`config.mk`:
```
export PLATFORM = sky130hd
export DESIGN_NAME = demux_l1_2x
export DESIGN_NICKNAME = d
export VERILOG_FILES = /design/src/rtl/demux_l1_2x.sv
export SDC_FILE = /design/constraint.sdc
export NUM_CORES = 1
export LEC_CHECK = 0
export ABC_AREA = 0
export CORE_MARGIN = 2
export CORE_UTILIZATION = 50
export CTS_CLUSTER_DIAMETER = 150
export DETAILED_ROUTE_END_ITERATION = 10
export HOLD_SLACK_MARGIN = 0.03
export PLACE_DENSITY_LB_ADDON = 0.08
export SLEW_MARGIN = 10
export SYNTH_ARGS = -nofsm -noshare
export SYNTH_HDL_FRONTEND = slang
export SYNTH_SLANG_ARGS = --single-unit
```
`constraint.sdc`:
```
create_clock -name clk_2f -period 3.37 [get_ports clk_2f]
set_input_delay 0.337 -clock clk_2f [delete_from_list [all_inputs] [get_ports clk_2f]]
set_output_delay 0.337 -clock clk_2f [all_outputs]
set_load 0.1 [all_outputs]
```
`src/rtl/demux_l1_2x.sv`:
```
// rtl/demux_l1_2x.sv - L1 receive-side 2:1 byte-lane demultiplexer
//
// Splits one fast-rate interleaved byte stream back into lane 0 and lane 1
// at half rate. The lane slot is tracked by a free-running phase toggle; the
// lane 0 half is held for one cycle, then both halves are loaded onto the
// outputs on the same edge and held for one half-rate period (2 cycles).
//
// Ports:
//   clk_2f      in   1      sole clock, fast (2x) rate
//   reset       in   1      synchronous, active-high reset
//   data_in     in   WIDTH  interleaved input byte
//   valid_in    in   1      data_in qualifier
//   data_0      out  WIDTH  lane 0 byte
//   valid_0     out  1      lane 0 qualifier
//   data_1      out  WIDTH  lane 1 byte
//   valid_1     out  1      lane 1 qualifier
//   pair_stb    out  1      one-cycle pulse when a new pair is loaded
//   phase       out  1      current lane slot (0 = lane 0, 1 = lane 1)
//   orphan_cnt  out  CNT_W  saturating count of half-valid pairs

module demux_l1_2x #(
   parameter int WIDTH = 8,
   parameter int CNT_W = 8
) (
   input  logic             clk_2f,
   input  logic             reset,
   input  logic [WIDTH-1:0] data_in,
   input  logic             valid_in,
   output logic [WIDTH-1:0] data_0,
   output logic             valid_0,
   output logic [WIDTH-1:0] data_1,
   output logic             valid_1,
   output logic             pair_stb,
   output logic             phase,
   output logic [CNT_W-1:0] orphan_cnt
);

   // Lane 0 half of the pair currently being assembled.
   logic [WIDTH-1:0] hold0;
   logic             hv0;

   // Exactly one half of the pair is valid.
   logic             orphan;
   logic             cnt_full;

   assign orphan   = hv0 ^ valid_in;
   assign cnt_full = (orphan_cnt == {CNT_W{1'b1}});

   // Free-running slot toggle; first cycle after reset is the lane 0 slot.
   always_ff @(posedge clk_2f) begin
      if (reset) begin
         phase <= 1'b0;
      end else begin
         phase <= ~phase;
      end
   end

   // Lane 0 slot capture. An invalid slot clears the qualifier but keeps the
   // old byte so a later stale load never exposes an unqualified value.
   always_ff @(posedge clk_2f) begin
      if (reset) begin
         hold0 <= '0;
         hv0   <= 1'b0;
      end else if (!phase) begin
         hv0 <= valid_in;
         if (valid_in) begin
            hold0 <= data_in;
         end
      end
   end

   // Output load at the end of each lane 1 slot. The lane 1 byte is taken
   // straight from the input, so both halves appear on the same edge.
   always_ff @(posedge clk_2f) begin
      if (reset) begin
         data_0   <= '0;
         valid_0  <= 1'b0;
         data_1   <= '0;
         valid_1  <= 1'b0;
         pair_stb <= 1'b0;
      end else if (phase) begin
         valid_0  <= hv0;
         valid_1  <= valid_in;
         pair_stb <= 1'b1;
         if (hv0) begin
            data_0 <= hold0;
         end
         if (valid_in) begin
            data_1 <= data_in;
         end
      end else begin
         pair_stb <= 1'b0;
      end
   end

   // Diagnostic count of pairs with exactly one valid half; saturates.
   always_ff @(posedge clk_2f) begin
      if (reset) begin
         orphan_cnt <= '0;
      end else if (phase && orphan && !cnt_full) begin
         orphan_cnt <= orphan_cnt + 1'b1;
      end
   end

endmodule

```
==> results.py, run 1 <==
metrics = {
    "synthesis": {
        "synth_edf_count": 0,
        "synthesis.nets": 180,
        "synth_fa_ha_area_share_pct": 0.8889,
        "yosys_warnings": 0,
        "synth.area.mux_share_pct": 2.133,
        "synth-simple-area-share_pct": 25.24,
        "synth_area_mm2": 0.001408,
        "synth-compound-area-share_pct": 14.31,
        "synth.avg_cell_area_um2": 8.379,
        "synth-seq-cells": 37,
        "syn_inst": 168,
        "async_reset_ff_share_pct": 0,
        "yosysUniqueCellTypes": 23,
        "synth_xor_area_share_pct": 1.778,
        "ys_seq_area_share_pct": 52.62,
        "synth_top_family_by_area": "simple AND/OR/NAND/NOR gates",
        "synth_flop_cell": "dfxtp_1",
    },
    "drt": {
        "drt_wl_total_mm": 2.945,
        "vias": 1239,
        "vias_per_cell": 5.272,
        "drt_iter0_drc": 46,
        "drc": 0,
        "wl_per_cell_um": 12.53,
        "ant_nets": 0,
        "dr.pass1.iters": 4,
    },
    "finish": {
        "finalInstanceArea_mm2": 0.001887,
        "layout-drive-gt1-share_pct": 5.882,
        "utilization_pct": 69.62,
        "area_delta_synth_final_pct": 34.04,
        "layout.nets": 215,
        "diodes": 0,
    },
    "outcome": {
        "status": "complete, no violations",
    },
    "die": {
        "io_pins": 39,
        "die_x_um": 57.06,
        "coreArea_mm2": 0.002710,
        "dieArea_mm2": 0.003256,
        "rows": 19,
        "start_util_pct": 51.94,
        "die_h_um": 57.06,
    },
    "clock_network": {
        "htree_levels": 2,
        "cts.sinks": 37,
        "cts_setup_buffers": 0,
        "path_clk_slew_ns": 0.11,
        "root_buffer": "clkbuf_4",
        "max-clock-path-buffers": 2,
        "clk_latency_ns": 0.33,
        "cts_inserted_buffers": 5,
        "cts_tree": "done",
        "cts-hold-fix-buffers": 0,
        "ctsResizeCount": 0,
    },
    "critical_path": {
        "reg2reg_depth": 3,
        "critPathRequiredTime_ns": 3.03,
        "critical_path.top_delay_family": "buffers and inverters",
        "crit_cells": 1,
        "criticalPathCategory": "flip-flop to output port",
        "worst_path_max_delay_cell": "clkdlybuf4s50_1",
        "arrival_ns": 1.93,
        "start_kind": "flip-flop",
        "slowest_delay_ns": 1.17,
        "cp.buffers_inverters": 1,
        "crit_fanout": 7,
        "crit_chain": "clkdlybuf4s50_1",
        "reg2reg_from": "phase$_SDFF_PP0_",
        "cp-end-kind": "output port",
        "setup.worst_path.start": "orphan_cnt[2]$_SDFFE_PP0P_",
    },
    "placed_design": {
        "postPlaceCellArea_mm2": 0.001785,
        "portBuffers": 38,
        "place_hpwl_mm": 2.089,
        "gp_congestion": 0.7609,
    },
    "sta": {
        "period_needed_ns": 2.272,
        "fin_worst_skew_ns": 0.002719,
        "tns_ns": 0,
        "final-hold-violation-count": 0,
        "setup_viol_count_final": 0,
        "tightest_slew_ns": 0.9725,
        "slew_headroom_pct": 34.96,
        "grt_setup_unrepaired": "false",
        "post-route-period-util_pct": 67.42,
        "timing.fmax_mhz": 440.2,
        "drv_slew": 0,
    },
    "global_route": {
        "grt_pass1_wl_mm": 4.995,
        "first_global_vias": 1132,
        "antenna_found_initial": 0,
        "grt_usage_pct": 19.50,
        "gr-total-overflow": 0,
        "grt_max_degree": 38,
    },
    "worst_hold_path": {
        "holdCritStartpoint": "data_0[1]$_SDFFE_PP0P_",
        "whs_path_depth": 2,
        "hold_class": "flip-flop to flip-flop",
    },
    "power": {
        "peakVddDrop_v": 0.0004543,
        "power_density_mw_per_mm2": 522.5,
        "p_leak_nw": 0.6905,
    },
    "run": {
        "max_cap_violations": 0,
    },
}
[final cells by class]
type	count	area [um2]
fillers	232	823.3
flip-flops and latches	37	740.7
multi-input cells	120	624.3
repair buffers	38	372.9
clock inverters	3	68.82
well taps	31	38.79
clock buffers	5	37.54
inverters	1	3.754
[state kept, by name, indices dropped and copies added, names as in the netlist]
register and count:
orphan_cnt 8, valid_1 1, hold0 8, data_1 8, hv0 1, pair_stb 1, phase 1, data_0 8
valid_0 1
[worst paths after layout]
check | end | slack (ns)
setup / recovery | orphan_cnt[2] | 1.10
setup reg to reg | orphan_cnt[3]$_SDFFE_PP0P_ | 1.70
hold reg to reg | data_0[1]$_SDFFE_PP0P_ | 0.46
hold / removal | data_0[1]$_SDFFE_PP0P_ | 0.46
[cells by family (layout without fill, tap and decap cells)]
group,after synthesis,count (layout)
AOI/OAI and AO/OA,36,36
xor gates and xnor gates,2,2
adders and majority gates,1,1
buffers and inverters,11,47
DFF,37,37
muxes,3,3
and+or+nand+nor,78,78
[metal layers]
layer	up-vias	GRT usage [%]	part of all wire [%]
li1	630	-	-
met2	39	29.72	45
met3	4	4.989	5.3
met1	566	27.00	49
met4	0	6.977	0.71
met5	-	0	0
[report_power, final]
| part | switching (mW) | internal [mW] |
|---|---|---|
| sequential | 0.0140 | 0.452 |
| combinational | 0.0996 | 0.0380 |
| clock | 0.148 | 0.233 |
| total | 0.262 | 0.724 |
[cells in the mapped netlist (all sizes together), types with 2 or more instances]
master	count	area share, %
nand2	44	12
dfxtp	37	53
a21oi	31	11
nand3	10	3.6
clkbuf	7	1.9
nor2	6	1.6
nand2b	4	1.8
and2	3	1.3
buf	3	0.89
mux2i	3	2.1
nand4	3	1.3
o21ai	3	1.1
or3	3	1.3
and4	2	1.2
nor2b	2	0.89
xor2	2	1.8
[through the flow]
stage / power, mW / hold slack, ns / cells / setup slack [ns]
floorplan: 0.5765 / 0.4322 / 168 / 1.167
global placement: 0.6122 / 0.4418 / 227 / 1.266
detailed placement: 0.6143 / 0.4462 / 227 / 1.205
CTS: 0.9937 / 0.4629 / 235 / 1.082
global route: 1.020 / 0.4834 / 235 / 1.013
finish: 0.9859 / 0.4591 / 235 / 1.098
[cell usage in the layout, fill, tap and decap left out, drive strengths merged, types with 3 or more instances in the layout]
master / n
a21oi: 31
mux2i: 3
or3: 3
nand3: 10
and2: 3
o21ai: 3
dfxtp: 37
nor2: 6
nand2b: 4
clkdlybuf4s50: 36
clkbuf: 5
nand2: 44
nand4: 3
[tightest hold or removal path: stages, from the launching register on]
cell and delay (ns):
dfxtp_1 0.33, nand2_1 0.05, a21oi_1 0.05
Power figures use the tool's default switching activity.
==> run 2, diff against run 1 <==
--- a/config.mk
+++ b/config.mk
@@ -7,7 +7,7 @@
 export LEC_CHECK = 0
 export ABC_AREA = 0
 export CORE_MARGIN = 2
-export CORE_UTILIZATION = 50
+export CORE_UTILIZATION = 46
 export CTS_CLUSTER_DIAMETER = 150
 export DETAILED_ROUTE_END_ITERATION = 10
 export HOLD_SLACK_MARGIN = 0.03
==> constraint.sdc (replaced) <==
create_clock -name clk_2f -period 2.1 [get_ports clk_2f]
set_input_delay 0.21 -clock clk_2f [delete_from_list [all_inputs] [get_ports clk_2f]]
set_output_delay 0.21 -clock clk_2f [all_outputs]
set_load 0.1 [all_outputs]
==> run 2 against run 1 <==
Via count increased by 0.32%. Final cell count increased by 2.1%. Global-route usage fell by 0.93 points. Non-clock buffer count up 3. Utilization is 7.1 points lower. Register-to-register slack lost 1.2 ns. Sequential cell count is the same. First-iteration DRC count increased by 50%. Combinational power up 65%. Clock power grew 56%. Design area fell by 1.4%. Highest routed layer unchanged. Largest cell class unchanged. Setup slack worse by 0.73 ns.
==> results.py, run 2 (synthesis gave the netlist of run 1 again) <==
metrics = {
    "drt": {
        "dr.pass1.iters": 4,
        "drc": 0,
        "drt_iter0_drc": 69,
        "wl_per_cell_um": 12.62,
        "vias_per_cell": 5.179,
        "drt_wl_total_mm": 3.029,
        "ant_nets": 0,
        "vias": 1243,
    },
    "global_route": {
        "gr-total-overflow": 0,
        "grt_usage_pct": 18.57,
        "first_global_vias": 1085,
        "antenna_found_initial": 0,
        "grt_max_degree": 30,
        "grt_pass1_wl_mm": 4.885,
    },
    "sta": {
        "tightest_slew_ns": 0.6470,
        "layout_setup_ws_ns": 0.3706,
        "grt_setup_unrepaired": "false",
        "tns_ns": 0,
        "timing.fmax_mhz": 578.3,
        "fin_worst_skew_ns": 0.008451,
        "post-route-period-util_pct": 82.35,
        "final-hold-violation-count": 0,
        "drv_slew": 0,
        "setup_viol_count_final": 0,
        "period_needed_ns": 1.729,
        "slew_headroom_pct": 56.80,
    },
    "finish": {
        "layout.nets": 218,
        "fill_cells": 273,
        "area_delta_synth_final_pct": 32.18,
        "final_cell_mix": "44 x nand2_1, 35 x dfxtp_1, 31 x a21oi_1",
        "final_common_cell": "nand2_1",
        "layout-drive-gt1-share_pct": 20.77,
        "utilization_pct": 62.48,
        "diodes": 0,
    },
    "power": {
        "combPwrFrac_pct": 14.5,
        "switching_share_pct": 26.21,
        "intPower_mw": 1.160,
        "power_density_mw_per_mm2": 844.9,
        "clkPwrFrac_pct": 37.9,
        "p_leak_nw": 0.7627,
        "seq_power_share_pct": 47.6,
        "peakVddDrop_v": 0.0006219,
        "p_switching_mw": 0.4120,
    },
    "worst_hold_path": {
        "holdCritStartpoint": "data_0[6]$_SDFFE_PP0P_",
        "hold_class": "flip-flop to flip-flop",
        "whs_path_depth": 2,
        "whs_endpoint": "data_0[6]$_SDFFE_PP0P_",
    },
    "clock_network": {
        "cts_tree": "done",
        "cts.sinks": 37,
        "root_buffer": "clkbuf_4",
        "htree_levels": 2,
        "cts_setup_buffers": 0,
        "clk_latency_ns": 0.33,
        "path_clk_slew_ns": 0.11,
        "cts_inserted_buffers": 5,
        "cts-hold-fix-buffers": 0,
        "max-clock-path-buffers": 2,
        "ctsResizeCount": 0,
    },
    "critical_path": {
        "cp-end-kind": "output port",
        "arrival_ns": 1.52,
        "critPathRequiredTime_ns": 1.89,
        "crit_fanout": 18,
        "reg2reg_from": "phase$_SDFF_PP0_",
        "reg2reg_slack_ns": 0.49,
        "criticalPathCategory": "flip-flop to output port",
        "reg2reg_depth": 3,
        "reg2reg_to": "orphan_cnt[3]$_SDFFE_PP0P_",
        "start_kind": "flip-flop",
    },
    "die": {
        "rows": 20,
        "start_util_pct": 47.27,
        "coreArea_mm2": 0.002978,
        "dieArea_mm2": 0.003518,
        "die_x_um": 59.32,
        "io_pins": 39,
        "die_h_um": 59.32,
    },
    "placed_design": {
        "portBuffers": 38,
        "place_hpwl_mm": 2.195,
        "place_ws_ns": 0.3026,
        "gp_congestion": 0.7189,
    },
    "outcome": {
        "status": "complete, no violations",
    },
    "run": {
        "max_cap_violations": 0,
    },
}
[run 2: cell types whose count changed in the layout (fill, tap and decap cells not counted)]
cell,delta
buf_4,+29
clkdlybuf4s50_1,-26
dfxtp_1,-2
dfxtp_2,+2
buf_12,+1
buf_2,-1
clkinv_2,+1
inv_6,-1
[run 2: metal layers]
metal / track usage [%] / wire (um) / vias to the layer above
met3: 4.803 / 151 / 4
met5: 0 / 0 / -
li1: - / - / 638
met4: 7.792 / 27 / 0
met1: 25.90 / 1469 / 563
met2: 27.16 / 1380 / 38
[run 2: power by group through the flow]
stage	Combinational, mW	Clock, mW	Sequential (mW)
finish	0.228	0.595	0.749
global route	0.240	0.638	0.753
global placement	0.225	0	0.763
floorplan	0.0663	0	0.860
CTS	0.229	0.606	0.749
detailed placement	0.228	0	0.765
[run 2: how the worst max path moves through the flow]
stage / from / endpoint / slack [ns] / cells past startpoint
6_report: phase$_SDFF_PP0_ / phase / 0.37 / 2
5_1_grt: phase$_SDFF_PP0_ / phase / 0.28 / 2
4_1_cts: phase$_SDFF_PP0_ / phase / 0.34 / 2
3_5_place_dp: valid_in / orphan_cnt[3]$_SDFFE_PP0P_ / 0.30 / 5
3_3_place_gp: valid_in / orphan_cnt[3]$_SDFFE_PP0P_ / 0.41 / 5
2_1_floorplan: orphan_cnt[2]$_SDFFE_PP0P_ / orphan_cnt[1]$_SDFFE_PP0P_ / 0.09 / 4
[run 2: through the flow]
stage	std cells	hold slack [ns]	cell area, um2	total power [mW]
after detailed placement	232	0.4447	1758	0.9930
final	240	0.4606	1861	1.572
after global routing	240	0.4626	1861	1.631
after CTS	240	0.4461	1861	1.584
after floorplan	168	0.3460	1410	0.9259
after global placement	232	0.4432	1758	0.9883
[run 2: worst max-delay path: stages (launching register included)]
cell	delay, ns
dfxtp_1	0.75
buf_4	0.27
buf_12	0.18
[run 2: final cells by class]
type	instances	area [um2]	area share (%)
sequential	37	743.2	39.95
multi-input combinational	120	624.3	33.56
timing repair buffer	41	345.3	18.56
clock inverter	3	65.06	3.497
tap	33	41.29	2.219
clock buffer	5	37.54	2.017
inverter	1	3.754	0.2017
==> run 3, diff against run 2 <==
--- a/config.mk
+++ b/config.mk
@@ -7,7 +7,7 @@
 export LEC_CHECK = 0
 export ABC_AREA = 0
 export CORE_MARGIN = 2
-export CORE_UTILIZATION = 46
+export CORE_UTILIZATION = 42
 export CTS_CLUSTER_DIAMETER = 150
 export DETAILED_ROUTE_END_ITERATION = 10
 export HOLD_SLACK_MARGIN = 0.03
==> constraint.sdc (replaced) <==
create_clock -name clk_2f -period 1.41 [get_ports clk_2f]
set_input_delay 0.141 -clock clk_2f [delete_from_list [all_inputs] [get_ports clk_2f]]
set_output_delay 0.141 -clock clk_2f [all_outputs]
set_load 0.1 [all_outputs]
==> run 3 against run 2 <==
Sequential power rose by 48%. Clock-buffer cell count rose by 2. Clock power rose by 30%. Register-to-register slack got worse by 0.44 ns. Design area rose by 25%. Critical endpoint is now orphan_cnt[1]$_SDFFE_PP0P_. Largest power group unchanged.
==> results.py, run 3 (synthesis gave the netlist of run 1 again) <==
metrics = {
    "outcome": {
        "status": "complete, no violations",
    },
    "sta": {
        "timing.fmax_mhz": 733.0,
        "tns_ns": 0,
        "period_needed_ns": 1.364,
        "slew_headroom_pct": 80.50,
        "post-route-period-util_pct": 96.76,
        "setup_viol_count_final": 0,
        "fin_worst_skew_ns": 0.01188,
        "layout_setup_ws_ns": 0.04566,
        "tightest_slew_ns": 0.2919,
        "grt_setup_unrepaired": "true",
        "drv_slew": 0,
        "final-hold-violation-count": 0,
    },
    "placed_design": {
        "postPlaceCellArea_mm2": 0.002208,
        "portBuffers": 38,
        "dp.cells": 252,
        "place_ws_ns": -0.1477,
        "gp_congestion": 0.7736,
        "place_hpwl_mm": 2.383,
    },
    "clock_network": {
        "max-clock-path-buffers": 2,
        "root_buffer": "clkbuf_4",
        "cts_inserted_buffers": 5,
        "htree_levels": 2,
        "cts_tree": "done",
        "cts.sinks": 37,
        "clk_latency_ns": 0.34,
        "cts-hold-fix-buffers": 0,
        "path_clk_slew_ns": 0.12,
    },
    "worst_hold_path": {
        "holdCritStartpoint": "data_in[5]",
        "whs_endpoint": "hold0[5]$_SDFFE_PP0P_",
        "hold_class": "input pin to flip-flop",
        "whs_path_depth": 3,
    },
    "global_route": {
        "antenna_found_initial": 0,
        "first_global_vias": 1108,
        "gr-total-overflow": 0,
        "grt_usage_pct": 17.80,
        "grt_max_degree": 30,
        "grt_pass1_wl_mm": 4.905,
    },
    "power": {
        "power_density_mw_per_mm2": 987.1,
        "peakVddDrop_v": 0.0006992,
        "p_leak_nw": 0.8827,
        "p_total_mw": 2.294,
    },
    "drt": {
        "drt_wl_total_mm": 3.120,
        "wl_per_cell_um": 11.91,
        "vias": 1274,
        "vias_per_cell": 4.863,
        "dr.pass1.iters": 4,
        "ant_nets": 0,
        "drt_iter0_drc": 48,
        "drc": 0,
    },
    "die": {
        "dieArea_mm2": 0.003830,
        "die_h_um": 61.89,
        "coreArea_mm2": 0.003284,
        "io_pins": 39,
        "die_x_um": 61.89,
        "rows": 21,
        "start_util_pct": 42.86,
    },
    "critical_path": {
        "critPathRequiredTime_ns": 1.64,
        "reg2reg_slack_ns": 0.05,
        "reg2reg_to": "orphan_cnt[1]$_SDFFE_PP0P_",
        "crit_fanout": 7,
        "arrival_ns": 1.59,
        "cp-end-kind": "flip-flop",
        "reg2reg_from": "orphan_cnt[1]$_SDFFE_PP0P_",
        "reg2reg_depth": 6,
        "start_kind": "flip-flop",
        "criticalPathCategory": "flip-flop to flip-flop",
    },
    "finish": {
        "fill_cells": 261,
        "final_common_cell": "nand2_1",
        "final_cell_mix": "44 x nand2_1, 31 x a21oi_1, 28 x dfxtp_1, 28 x buf_12, 11 x buf_4",
        "layout.nets": 227,
        "finalInstanceArea_mm2": 0.002323,
        "diodes": 0,
        "layout-drive-gt1-share_pct": 27.78,
        "layout.cells.non_filler": 262,
        "multi_input_area_um2": 636.9,
        "area_delta_synth_final_pct": 65.07,
        "seq_area_um2": 774.5,
    },
    "run": {
        "max_cap_violations": 0,
    },
}
==> run 3: cell count changes in the layout (fill, tap and decap cells not counted), sizes merged <==
| cell | change |
|---|---|
| bufinv | -2 |
| clkinv | -1 |
| buf | +9 |
| inv | +1 |
| clkbuf | +2 |
==> run 3: what timing repair did <==
action / CTS / global route
endpoints found under the setup margin: 1 / 2
resized for setup: 1 / 0
buffers inserted: 2 / 0
pin swaps: 2 / 3
cloned: 0 / 0
==> run 3: worst max-delay path by stage <==
stage	start	endpoint	slack, ns	depth (start not counted)
2_1_floorplan	orphan_cnt[1]$_SDFFE_PP0P_	orphan_cnt[1]$_SDFFE_PP0P_	-0.12	5
3_5_place_dp	valid_in	orphan_cnt[3]$_SDFFE_PP0P_	-0.15	5
4_1_cts	orphan_cnt[1]$_SDFFE_PP0P_	orphan_cnt[1]$_SDFFE_PP0P_	0.01	6
6_report	orphan_cnt[1]$_SDFFE_PP0P_	orphan_cnt[1]$_SDFFE_PP0P_	0.05	6
5_1_grt	orphan_cnt[1]$_SDFFE_PP0P_	orphan_cnt[1]$_SDFFE_PP0P_	-0.03	6
3_3_place_gp	valid_in	orphan_cnt[5]$_SDFFE_PP0P_	-0.09	5
==> run 3: worst max-delay path, cell delays in order (launching register included) <==
cell and delay, ns:
dfxtp_4 0.37, ha_4 0.13, nand4_1 0.14, o211ai_4 0.27
buf_6 0.14, mux2i_1 0.16, nor2_1 0.05
==> run 3: layer usage <==
metal | GRT usage [%] | wire length (um) | vias to the layer above | part of all wire (%)
met5 | 0 | 0 | - | 0
met4 | 8.511 | 43 | 0 | 1.4
met3 | 5.797 | 152 | 4 | 4.9
li1 | - | - | 659 | -
met2 | 26.17 | 1453 | 31 | 47
met1 | 23.62 | 1470 | 580 | 47
==> run 3: metrics by stage <==
stage	utilization [%]	hold WS, ns
after detailed placement	67.24	0.4529
after CTS	70.74	0.3724
final	70.74	0.3861
after global routing	70.74	0.3768
after floorplan	-	0.2770
after global placement	67.24	0.4457
==> run 3: area by class of cell <==
class	instances	area share [%]
flip-flops and latches	37	33.33
inverters	1	0.1616
repair buffers	50	32.47
clock inverters	1	0.3770
well taps	46	2.477
clock buffers	7	3.770
multi-input cells	120	27.41
==> run 3: report_power, final <==
part / internal (mW) / total [mW] / switching, mW
registers: 1.07 / 1.11 / 0.0418
logic: 0.161 / 0.409 / 0.248
clock network: 0.416 / 0.775 / 0.359
total: 1.65 / 2.29 / 0.648
